### src/rtl/bus_init_serializer.sv
// Serialises a write request onto a one-bit initiator bus. The address goes out
// first (16 bits, LSB first), then the write data is sent once a target selects.
module bus_init_serializer #(
    parameter int unsigned DATA_W      = 8,
    parameter int unsigned SEL_TIMEOUT = 8
) (
    input  logic              clk,
    input  logic              rst_n,
    input  logic              req_valid,
    output logic              req_ready,
    input  logic [15:0]       req_addr,
    input  logic [DATA_W-1:0] req_wdata,
    output logic              bus_data_out,
    output logic              bus_data_out_valid,
    output logic              bus_mode,
    input  logic              tgt_selected,
    input  logic              tgt_ready,
    output logic              done,
    output logic              err,
    output logic              busy
);

    localparam int unsigned ADDR_W = 16;
    localparam int unsigned CNT_W  = 5;
    localparam int unsigned WAIT_W = $clog2(SEL_TIMEOUT + 1);

    typedef enum logic [2:0] {
        IDLE     = 3'd0,
        ADDR     = 3'd1,
        WAIT_SEL = 3'd2,
        DATA     = 3'd3,
        WAIT_REL = 3'd4
    } state_t;

    state_t              state_q;
    state_t              state_d;
    logic [ADDR_W-1:0]   addr_sr;
    logic [DATA_W-1:0]   data_sr;
    logic [CNT_W-1:0]    bit_cnt;
    logic [WAIT_W-1:0]   wait_cnt;
    logic [WAIT_W-1:0]   wait_inc;
    logic                done_d;
    logic                err_d;
    logic                bit_c;
    logic                addr_last;
    logic                data_last;

    assign wait_inc  = wait_cnt + WAIT_W'(1);
    assign addr_last = (bit_cnt == CNT_W'(ADDR_W - 1));
    assign data_last = (bit_cnt == CNT_W'(DATA_W - 1));

    // State register and completion pulses
    always_ff @(posedge clk or negedge rst_n) begin
        if (!rst_n) begin
            state_q <= IDLE;
            done    <= 1'b0;
            err     <= 1'b0;
        end else begin
            state_q <= state_d;
            done    <= done_d;
            err     <= err_d;
        end
    end

    // Next-state logic
    always_comb begin
        state_d = state_q;
        done_d  = 1'b0;
        err_d   = 1'b0;
        case (state_q)
            IDLE: begin
                if (req_valid) state_d = ADDR;
            end
            ADDR: begin
                if (addr_last) state_d = WAIT_SEL;
            end
            WAIT_SEL: begin
                if (tgt_selected) begin
                    state_d = DATA;
                end else if (wait_inc == WAIT_W'(SEL_TIMEOUT)) begin
                    state_d = IDLE;
                    err_d   = 1'b1;
                end
            end
            DATA: begin
                // Losing the target mid-transfer aborts the whole transaction
                if (!tgt_selected) begin
                    state_d = IDLE;
                    err_d   = 1'b1;
                end else if (tgt_ready && data_last) begin
                    state_d = WAIT_REL;
                end
            end
            WAIT_REL: begin
                if (!tgt_selected) begin
                    state_d = IDLE;
                    done_d  = 1'b1;
                end
            end
            default: state_d = IDLE;
        endcase
    end

    // Output decode
    always_comb begin
        req_ready          = 1'b0;
        bus_data_out_valid = 1'b0;
        bus_mode           = 1'b0;
        busy               = 1'b1;
        bit_c              = 1'b0;
        case (state_q)
            IDLE: begin
                req_ready = 1'b1;
                busy      = 1'b0;
            end
            ADDR: begin
                bus_data_out_valid = 1'b1;
                bit_c              = addr_sr[0];
            end
            DATA: begin
                bus_mode           = 1'b1;
                bus_data_out_valid = tgt_ready;
                bit_c              = data_sr[0];
            end
            default: ;
        endcase
    end

    assign bus_data_out = bus_data_out_valid & bit_c;

    // Shift registers and counters
    always_ff @(posedge clk or negedge rst_n) begin
        if (!rst_n) begin
            addr_sr  <= '0;
            data_sr  <= '0;
            bit_cnt  <= '0;
            wait_cnt <= '0;
        end else begin
            case (state_q)
                IDLE: begin
                    if (req_valid) begin
                        addr_sr  <= req_addr;
                        data_sr  <= req_wdata;
                        bit_cnt  <= '0;
                        wait_cnt <= '0;
                    end
                end
                ADDR: begin
                    addr_sr  <= addr_sr >> 1;
                    bit_cnt  <= addr_last ? '0 : bit_cnt + CNT_W'(1);
                    wait_cnt <= '0;
                end
                WAIT_SEL: begin
                    if (!tgt_selected) wait_cnt <= wait_inc;
                end
                DATA: begin
                    if (tgt_selected && tgt_ready) begin
                        data_sr <= data_sr >> 1;
                        bit_cnt <= bit_cnt + CNT_W'(1);
                    end
                end
                default: ;
            endcase
        end
    end

endmodule

### config.mk
export PLATFORM = sky130hd
export DESIGN_NAME = bus_init_serializer
export DESIGN_NICKNAME = d
export VERILOG_FILES = /design/src/rtl/bus_init_serializer.sv
export SDC_FILE = /design/constraint.sdc
export NUM_CORES = 1
export LEC_CHECK = 0
export BUFFER_PORTS_ARGS = -buffer_cell sky130_fd_sc_hd__buf_2
export CAP_MARGIN = 20
export CORE_MARGIN = 5
export CORE_UTILIZATION = 60
export DETAILED_ROUTE_END_ITERATION = 10
export PLACE_DENSITY = 0.84
export REMOVE_ABC_BUFFERS = 1
export SLEW_MARGIN = 20
export SYNTH_ARGS = -nofsm -noshare
export SYNTH_HDL_FRONTEND = slang
export SYNTH_SLANG_ARGS = --single-unit
### constraint.sdc
create_clock -name clk -period 3.8 [get_ports clk]
set_input_delay 0.95 -clock clk [delete_from_list [all_inputs] [get_ports clk]]
set_output_delay 0.95 -clock clk [all_outputs]
set_load 0.02 [all_outputs]
==> results summary, run 1 <==
The run finished with clean final reports. The number of I/O port buffers is 35. The maximum level of the CTS H-tree is 2. The worst hold-check path type is reg -> reg. The clock arrives with 7.43 ps of skew. The starting DRC count in detailed routing is 105. Traced cell by cell, the critical path runs through nor2b_1, and2_1, buf_2. After clock tree synthesis, the clock-pin slew on the worst setup and hold paths is 100 ps. The die extent in x came out at 69.3 µm. The most used flip-flop cell after synthesis is dfrtp_1. TritonCTS built the clock tree. The tree is rooted in a clkbuf_4. The startpoint type of the worst setup path is a flop. The number of buffers created by CTS came out at 5. The congestion estimate from routability-driven global placement came to 0.817.

Of the synthesized area, sequential elements account for 45.0%. For this design, the sink count on the clock tree is 38. The unique cell type count in the Yosys netlist came out at 48. The number of nets with antenna violations after detailed routing is 0. Setup repair after global routing left no endpoint under its margin. The initial antenna violation count is 0.

The count of placed standard cells in the final layout, fillers left out came out at 277. The buffer levels on the longest clock path came out at 2. The global-route wire length before repair is 6910 µm. Summing the areas of all and, or, nand and nor instances in the mapped netlist gives 13.5% of the synthesized area.

The number of placed instances, taps included, is 271. The residual overflow from global routing came out at 0. The smallest setup slack after layout came out at 893 ps. In this run the cell area of the synthesized design comes to 2110 µm². The count of synthesis-stage warnings from yosys is 0. The maximum fanout count along the critical path is 17. The count of flip-flops with a built-in enable after synthesis is 0. The post-detailed-placement half-perimeter wirelength is 2750 µm. The total of endpoints with negative setup slack in the final report is 0. The setup check on the worst reg-to-reg path leaves a slack of 1690 ps. The period utilization is 76.5%. The number of cells on the worst reg-to-reg path is 3. The later-pin clock latency in the skew report came out at 340 ps.

The first-pass iteration count of the detailed router came out at 4. The share of cell area taken by muxes after synthesis came out at 16.0%. The worst-case vdd ir drop is 0.414 mV. The compound-cell area share of the yosys netlist came out at 15.1%. The worst hold path begins at data_sr[6]$_DFFE_PN0P_. Dividing the detail-routed wire length by the instance count gives 14.4 µm. The quantity of gates resized following cts came out at 0.

The number of post-CTS setup repair buffers came out at 0. The combinational family with the most area after synthesis is multiplexers. The cts-stage hold buffer count came out at 0.

The worst register-to-register path ends at data_sr[6]$_DFFE_PN0P_. The summed negative setup slack over all endpoints came out at 0 ps. The routed layout has 1626 vias. The fraction of final layout cells sized beyond drive strength 1 is 26.0%.

The share of the synthesized netlist area taken by xor and xnor gates is 0%. The worst pin sits at a relative slew slack of 32.0%. The global-route usage over all layers is 17.6%. The number of standard-cell rows in the floorplan is 21. Among all cell types in the netlist, the one instantiated most often is dfrtp_1.

For this design the ratio of total power to cell area is 652 nW/µm². For hold timing, the worst endpoint is data_sr[6]$_DFFE_PN0P_. The final count of pins violating max slew is 0. The synthesized netlist devotes 2.37% of its cell area to adder and majority cells. For this run, the slowest stage of the critical path takes 670 ps. The static leakage is 1.06 nW. The DRC violation count after routing is 0. The share of synthesized flip-flops with an asynchronous set or reset came out at 100%. The net count of the finished layout is 265. The top-level port count is 36. After synthesis, the most frequently instantiated cells are dfrtp_1, inv_1, mux2i_1, o22ai_1, mux2_2. Among all stages on the critical path, the largest delay is contributed by dfrtp_1. The endpoint arrival time on the critical path came out at 1960 ps. The pin count of the biggest net entering global routing came out at 39. The via count of the first global-routing pass is 1525. The initial core utilization is 62.8%.

The critical path is of the reg -> out type. The average vias per placed instance is 5.87. The top cell type's share of synthesized area is 45.0%. OpenSTA, run right after detailed placement, puts the worst setup slack at 1230 ps.

The number of endpoints with negative hold slack in the final report is 0. The biggest area contributor in the post-synthesis netlist is dfrtp_1. The height of the die is 69.3 µm.

The mean post-synth cell area came out at 10.5 µm². The max-capacitance violation count is 0. By area the synthesized netlist is led by dfrtp_1, mux2i_1, mux2_2, inv_1, o22ai_1. Counting flops and latches in the post-synthesis netlist gives 38. The worst-margin pin slew is 1020 ps. The synthesis-to-finish area growth came out at 10.2%. The area inside the core boundary is 3360 µm². The origin of the critical flop-to-flop path is state_q[1]$_DFFE_PN0P_.

STA classifies the critical path endpoint as a primary output. The data required time at the worst endpoint is 2850 ps. The instance count along the most critical hold path came out at 1. The shortest period the worst path allows came out at 2910 ps.

After technology mapping, the gate count stands at 202. Derived from the worst setup path, the maximum achievable clock frequency is 344 MHz. The count of inserted antenna diode cells came out at 0. The detailed-route wire length is 3980 µm.

The floorplan step defined a die boundary enclosing 4810 µm².
==> placed cells by master (no fill, tap or decap), types with 2 or more instances in the layout <==
cell type	n
dfrtp_1	38
a21oi_1	3
and3_1	4
buf_2	35
nor2b_1	6
nand2b_1	2
o211ai_1	5
nand3b_1	2
inv_1	26
nand4_1	2
o21a_1	2
nand4b_1	5
mux2_2	14
ha_1	4
nor2_1	4
nand3_1	6
o22ai_1	15
a31oi_1	2
o21ai_0	7
mux2i_1	17
nor3_1	3
clkbuf_4	5
==> metrics by stage <==
step | utilization, % | total power [mW] | hold slack, ps | area (µm²)
final | 69.3 | 1.52 | 494 | 2330
after detailed placement | 67.7 | 1.32 | 476 | 2280
after global placement | 67.7 | 1.30 | 465 | 2280
after CTS | 69.3 | 1.53 | 499 | 2330
after global routing | 69.3 | 1.65 | 520 | 2330
after floorplan | - | 1.16 | 454 | 2050
==> logic make-up after synthesis <==
family                   Yosys count
multiplexers                      32
buffers and inverters             39
AND/OR/NAND/NOR                   43
adder cells (fa/ha/maj)            4
flip-flops                        38
AO/OA/AOI/OAI                     46
==> state kept, by name, indices dropped and copies added (netlist names) <==
signal	flops
err	1
data_sr	8
addr_sr	16
done	1
bit_cnt	5
state_q	3
wait_cnt	4
==> routing by layer <==
layer  global-route usage, %  share of wire [%]  up-vias
met5                       0                  0        -
met4                    5.21                1.3        0
met3                    5.22                4.7        6
met2                    27.6                 48       34
met1                    23.4                 46      795
li1                        -                  -      791
==> worst max-delay path, delay by kind of cell, from the launching register on <==
family,cells,cell delay (ps)
flip-flops,1,670
AND/OR/NAND/NOR,2,790
buffers and inverters,1,160
==> worst max-delay path by stage <==
stage | start | to | slack [ps] | depth (start not counted)
floorplan | state_q[1]$_DFFE_PN0P_ | busy | 1300 | 2
finish | state_q[0]$_DFFE_PN0P_ | bus_data_out | 890 | 3
detailed placement | tgt_ready | bus_data_out | 1230 | 5
CTS | state_q[0]$_DFFE_PN0P_ | bus_data_out | 870 | 3
global placement | tgt_ready | bus_data_out | 1240 | 5
global route | state_q[1]$_DFFE_PN0P_ | bus_mode | 730 | 3
==> power breakdown <==
part / switching, mW / internal (mW) / leakage, nW
clock: 0.120 / 0.0834 / 0.0302
sequential: 0.125 / 0.562 / 0.474
combinational: 0.316 / 0.312 / 0.555
==> final cells by class <==
class | instances | area [µm²]
flip-flops and latches | 38 | 951
clock buffers | 6 | 51.3
multi-input cells | 125 | 993
fillers | 304 | 1030
repair buffers | 35 | 175
well taps | 46 | 57.6
inverters | 27 | 101
Power figures use the tool's default switching activity.
==> run 2, diff against run 1 <==
--- a/config.mk
+++ b/config.mk
@@ -8,9 +8,9 @@
 export BUFFER_PORTS_ARGS = -buffer_cell sky130_fd_sc_hd__buf_2
 export CAP_MARGIN = 20
 export CORE_MARGIN = 5
-export CORE_UTILIZATION = 60
+export CORE_UTILIZATION = 50
 export DETAILED_ROUTE_END_ITERATION = 10
-export PLACE_DENSITY = 0.84
+export PLACE_DENSITY = 0.75
 export REMOVE_ABC_BUFFERS = 1
 export SLEW_MARGIN = 20
 export SYNTH_ARGS = -nofsm -noshare
==> constraint.sdc (replaced) <==
create_clock -name clk -period 2.4 [get_ports clk]
set_input_delay 0.6 -clock clk [delete_from_list [all_inputs] [get_ports clk]]
set_output_delay 0.6 -clock clk [all_outputs]
set_load 0.02 [all_outputs]
==> run 2 against run 1 <==
- worst setup slack worse by 740 ps
- design area up 4.6%
- sequential power grew 57%
- worst hold slack worse by 270 ps
- largest cell class unchanged
==> results summary, run 2 (same netlist as run 1, synthesis figures left out) <==
The run finished with clean final reports. The final weighted congestion in routability-driven placement is 0.743 (-9.1%). The total placed instance area is 2340 µm² (+2.9%).

The number of placed instances with taps included is 283 (+4.4%). The most frequent standard cell in the layout excluding fill and tap cells is dfrtp_1. The static leakage came out at 1.11 nW (+5.2%). The count of cells along the worst register-to-register path is 3 (unchanged).

The clock transition at the registers of the reported paths came out at 70 ps (-30 ps). The number of nets in the layout is 273 (+3.0%). The maximum fanout count along the critical path came out at 17 (unchanged).

The number of post-CTS setup repair buffers came out at 0 (unchanged). The path class of the tightest hold or removal check is in -> async. The count of placed standard cells in the final layout, fillers left out came out at 291 (+5.1%). The utilization after layout came out at 60.0% (-9.2 points).

The pin count of the biggest net entering global routing came out at 23 (-41%). The number of endpoints with negative hold slack in the final report is 0 (unchanged). The number of buffers created by CTS came out at 5 (unchanged). The fmax is 445 MHz.

The summed negative setup slack over all endpoints came out at 0 ps (unchanged). The area taken by flip-flops and latches is 952 µm² (+0.13%). The startpoint type of the worst setup path is a flop.

The DRC violation count after routing is 0 (unchanged). The synthesis-to-finish area growth is 15.3%. The initial antenna violation count came to 0 (unchanged). The height of the die was 75.0 µm (+8.2%). The area inside the core boundary was 4060 µm² (+21%). The endpoint arrival time on the critical path came to 1650 ps (-310 ps). In this run the critical register-to-register path is captured at data_sr[6]$_DFFE_PN0P_. The worst path in the final design needs a cycle of 2250 ps, including I/O delays and setup. In this run the critical register-to-register path is launched from state_q[2]$_DFFE_PN0P_.

The endpoint class of the critical path is a primary output. The critical path is of the reg -> out type. The worst max-slew margin expressed relative to the limit is 31.3% (-0.76 points). The top-level port count is 36 (unchanged). The total via count after detailed routing was 1610 (-0.98%).

The number of standard-cell rows in the floorplan is 23 (+9.5%). The CTS sink count is 38 (unchanged). The combined area of the multi-input logic cells came to 993 µm² (unchanged). The first-pass iteration count of the detailed router came out at 4 (unchanged).

Ranked by flip-flop count, first place goes to addr_sr. The worst-margin pin slew is 1030 ps (+11.3 ps). The average vias per placed instance came out at 5.53 (-5.7%). The global-route wire length before repair is 7290 µm (+5.5%). The worst-case vdd ir drop came out at 0.603 mV (+46%). The smallest setup slack after layout was 151 ps (-742 ps). The average wire per standard cell is 14.5 µm (+0.64%). The fraction of final layout cells sized beyond drive strength 1 is 29.0% (+3.1 points). The flip-flop count of the largest register, all copies and words added is 16 (unchanged). The via count of the first global-routing pass was 1587 (+4.1%). The maximum level of the CTS H-tree is 2 (unchanged). The die footprint came out at 5630 µm² (+17%). Setup repair after global routing left no endpoint under its margin. The initial core utilization came out at 52.1% (-11 points).

The detailed-route wire length was 4210 µm (+5.7%). The die extent in x came out at 75.0 µm (+8.2%). The residual overflow from global routing was 0 (unchanged).

The worst setup skew after layout came to 5.52 ps (-1.91 ps). The clock tree from TritonCTS is yes. The number of I/O port buffers is 35 (unchanged). The data required time at the worst endpoint came out at 1800 ps (-1050 ps). The largest registers in the layout are addr_sr x16, data_sr x8, bit_cnt x5. The setup slack at placement came out at 408 ps (-825 ps). The number of nets with antenna violations after detailed routing is 0 (unchanged). The fill cell instance count of the final layout was 341 (+12%). The total power divided by cell area came out at 1060 nW/µm² (+63%). The later-pin clock latency in the skew report is 290 ps (-50 ps). The global-route usage over all layers was 17.1% (-0.47 points). The root buffer selected by CTS is clkbuf_8. The top cell types in the final layout, fill and taps aside, are dfrtp_1, buf_2, inv_1, mux2i_1, o22ai_1.

The setup slack of the most critical reg-to-reg path came out at 520 ps (-1170 ps). The final count of pins violating max slew is 0 (unchanged). The post-detailed-placement half-perimeter wirelength came out at 3030 µm (+10%).

The starting DRC count in detailed routing is 173 (+65%). The period utilization came out at 93.7%. The total of endpoints with negative setup slack in the final report is 0 (unchanged). The max-capacitance violation count came out at 0 (unchanged). The buffer levels on the longest clock path is 2 (unchanged). The final instance area came out at 2440 µm² (+4.6%). The count of inserted antenna diode cells came to 0 (unchanged).
==> run 2: changes by cell type in the layout (fill, tap and decap cells not counted) <==
cell,delta
dfrtp_1,-1
buf_4,+8
clkinv_2,+1
dfrtp_2,+1
clkbuf_1,+1
clkbuf_4,-5
clkbuf_8,+5
==> run 2: metrics by stage <==
stage	total power, mW	hold WS, ps
after detailed placement	2.15	498
after CTS	2.60	236
after global routing	2.80	248
final	2.58	227
after floorplan	1.83	304
after global placement	2.10	475
==> run 2: cell type report <==
type	instances	area share, %
clock inverter	1	0.205
clock buffer	7	3.54
inverter	27	4.16
timing repair buffer	43	9.66
tap	50	2.57
multi-input combinational	125	40.8
sequential	38	39.1
==> run 2: how the worst max path moves through the flow <==
stage / startpoint / to / depth (start not counted)
2_1_floorplan: state_q[1]$_DFFE_PN0P_ / busy / 2
3_3_place_gp: req_valid / data_sr[2]$_DFFE_PN0P_ / 4
3_5_place_dp: req_valid / data_sr[1]$_DFFE_PN0P_ / 4
4_1_cts: state_q[1]$_DFFE_PN0P_ / bus_mode / 3
5_1_grt: state_q[0]$_DFFE_PN0P_ / bus_mode / 3
6_report: state_q[0]$_DFFE_PN0P_ / bus_mode / 3
==> run 2: worst max-delay path: stages, from the launching register on <==
cell and delay [ps]:
dfrtp_1 670, nand3b_1 410, inv_1 110, buf_2 170
==> run 2: repair_timing <==
item | CTS | global route
resized for setup | 0 | 1
setup endpoints to repair | 0 | 1
hold buffers | 0 | 0
==> run 2: routing by layer <==
metal,GRT usage (%),wire length [µm]
met4,5.93,57
met5,0,0
met1,22.1,2000
met3,5.74,194
met2,26.9,1960
==> run 2: report_power, final <==
| group | leakage, nW | switching [mW] | internal (mW) |
|---|---|---|---|
| registers | 0.472 | 0.186 | 0.893 |
| logic | 0.594 | 0.519 | 0.534 |
| clock network | 0.0482 | 0.219 | 0.232 |
| total | 1.11 | 0.924 | 1.66 |
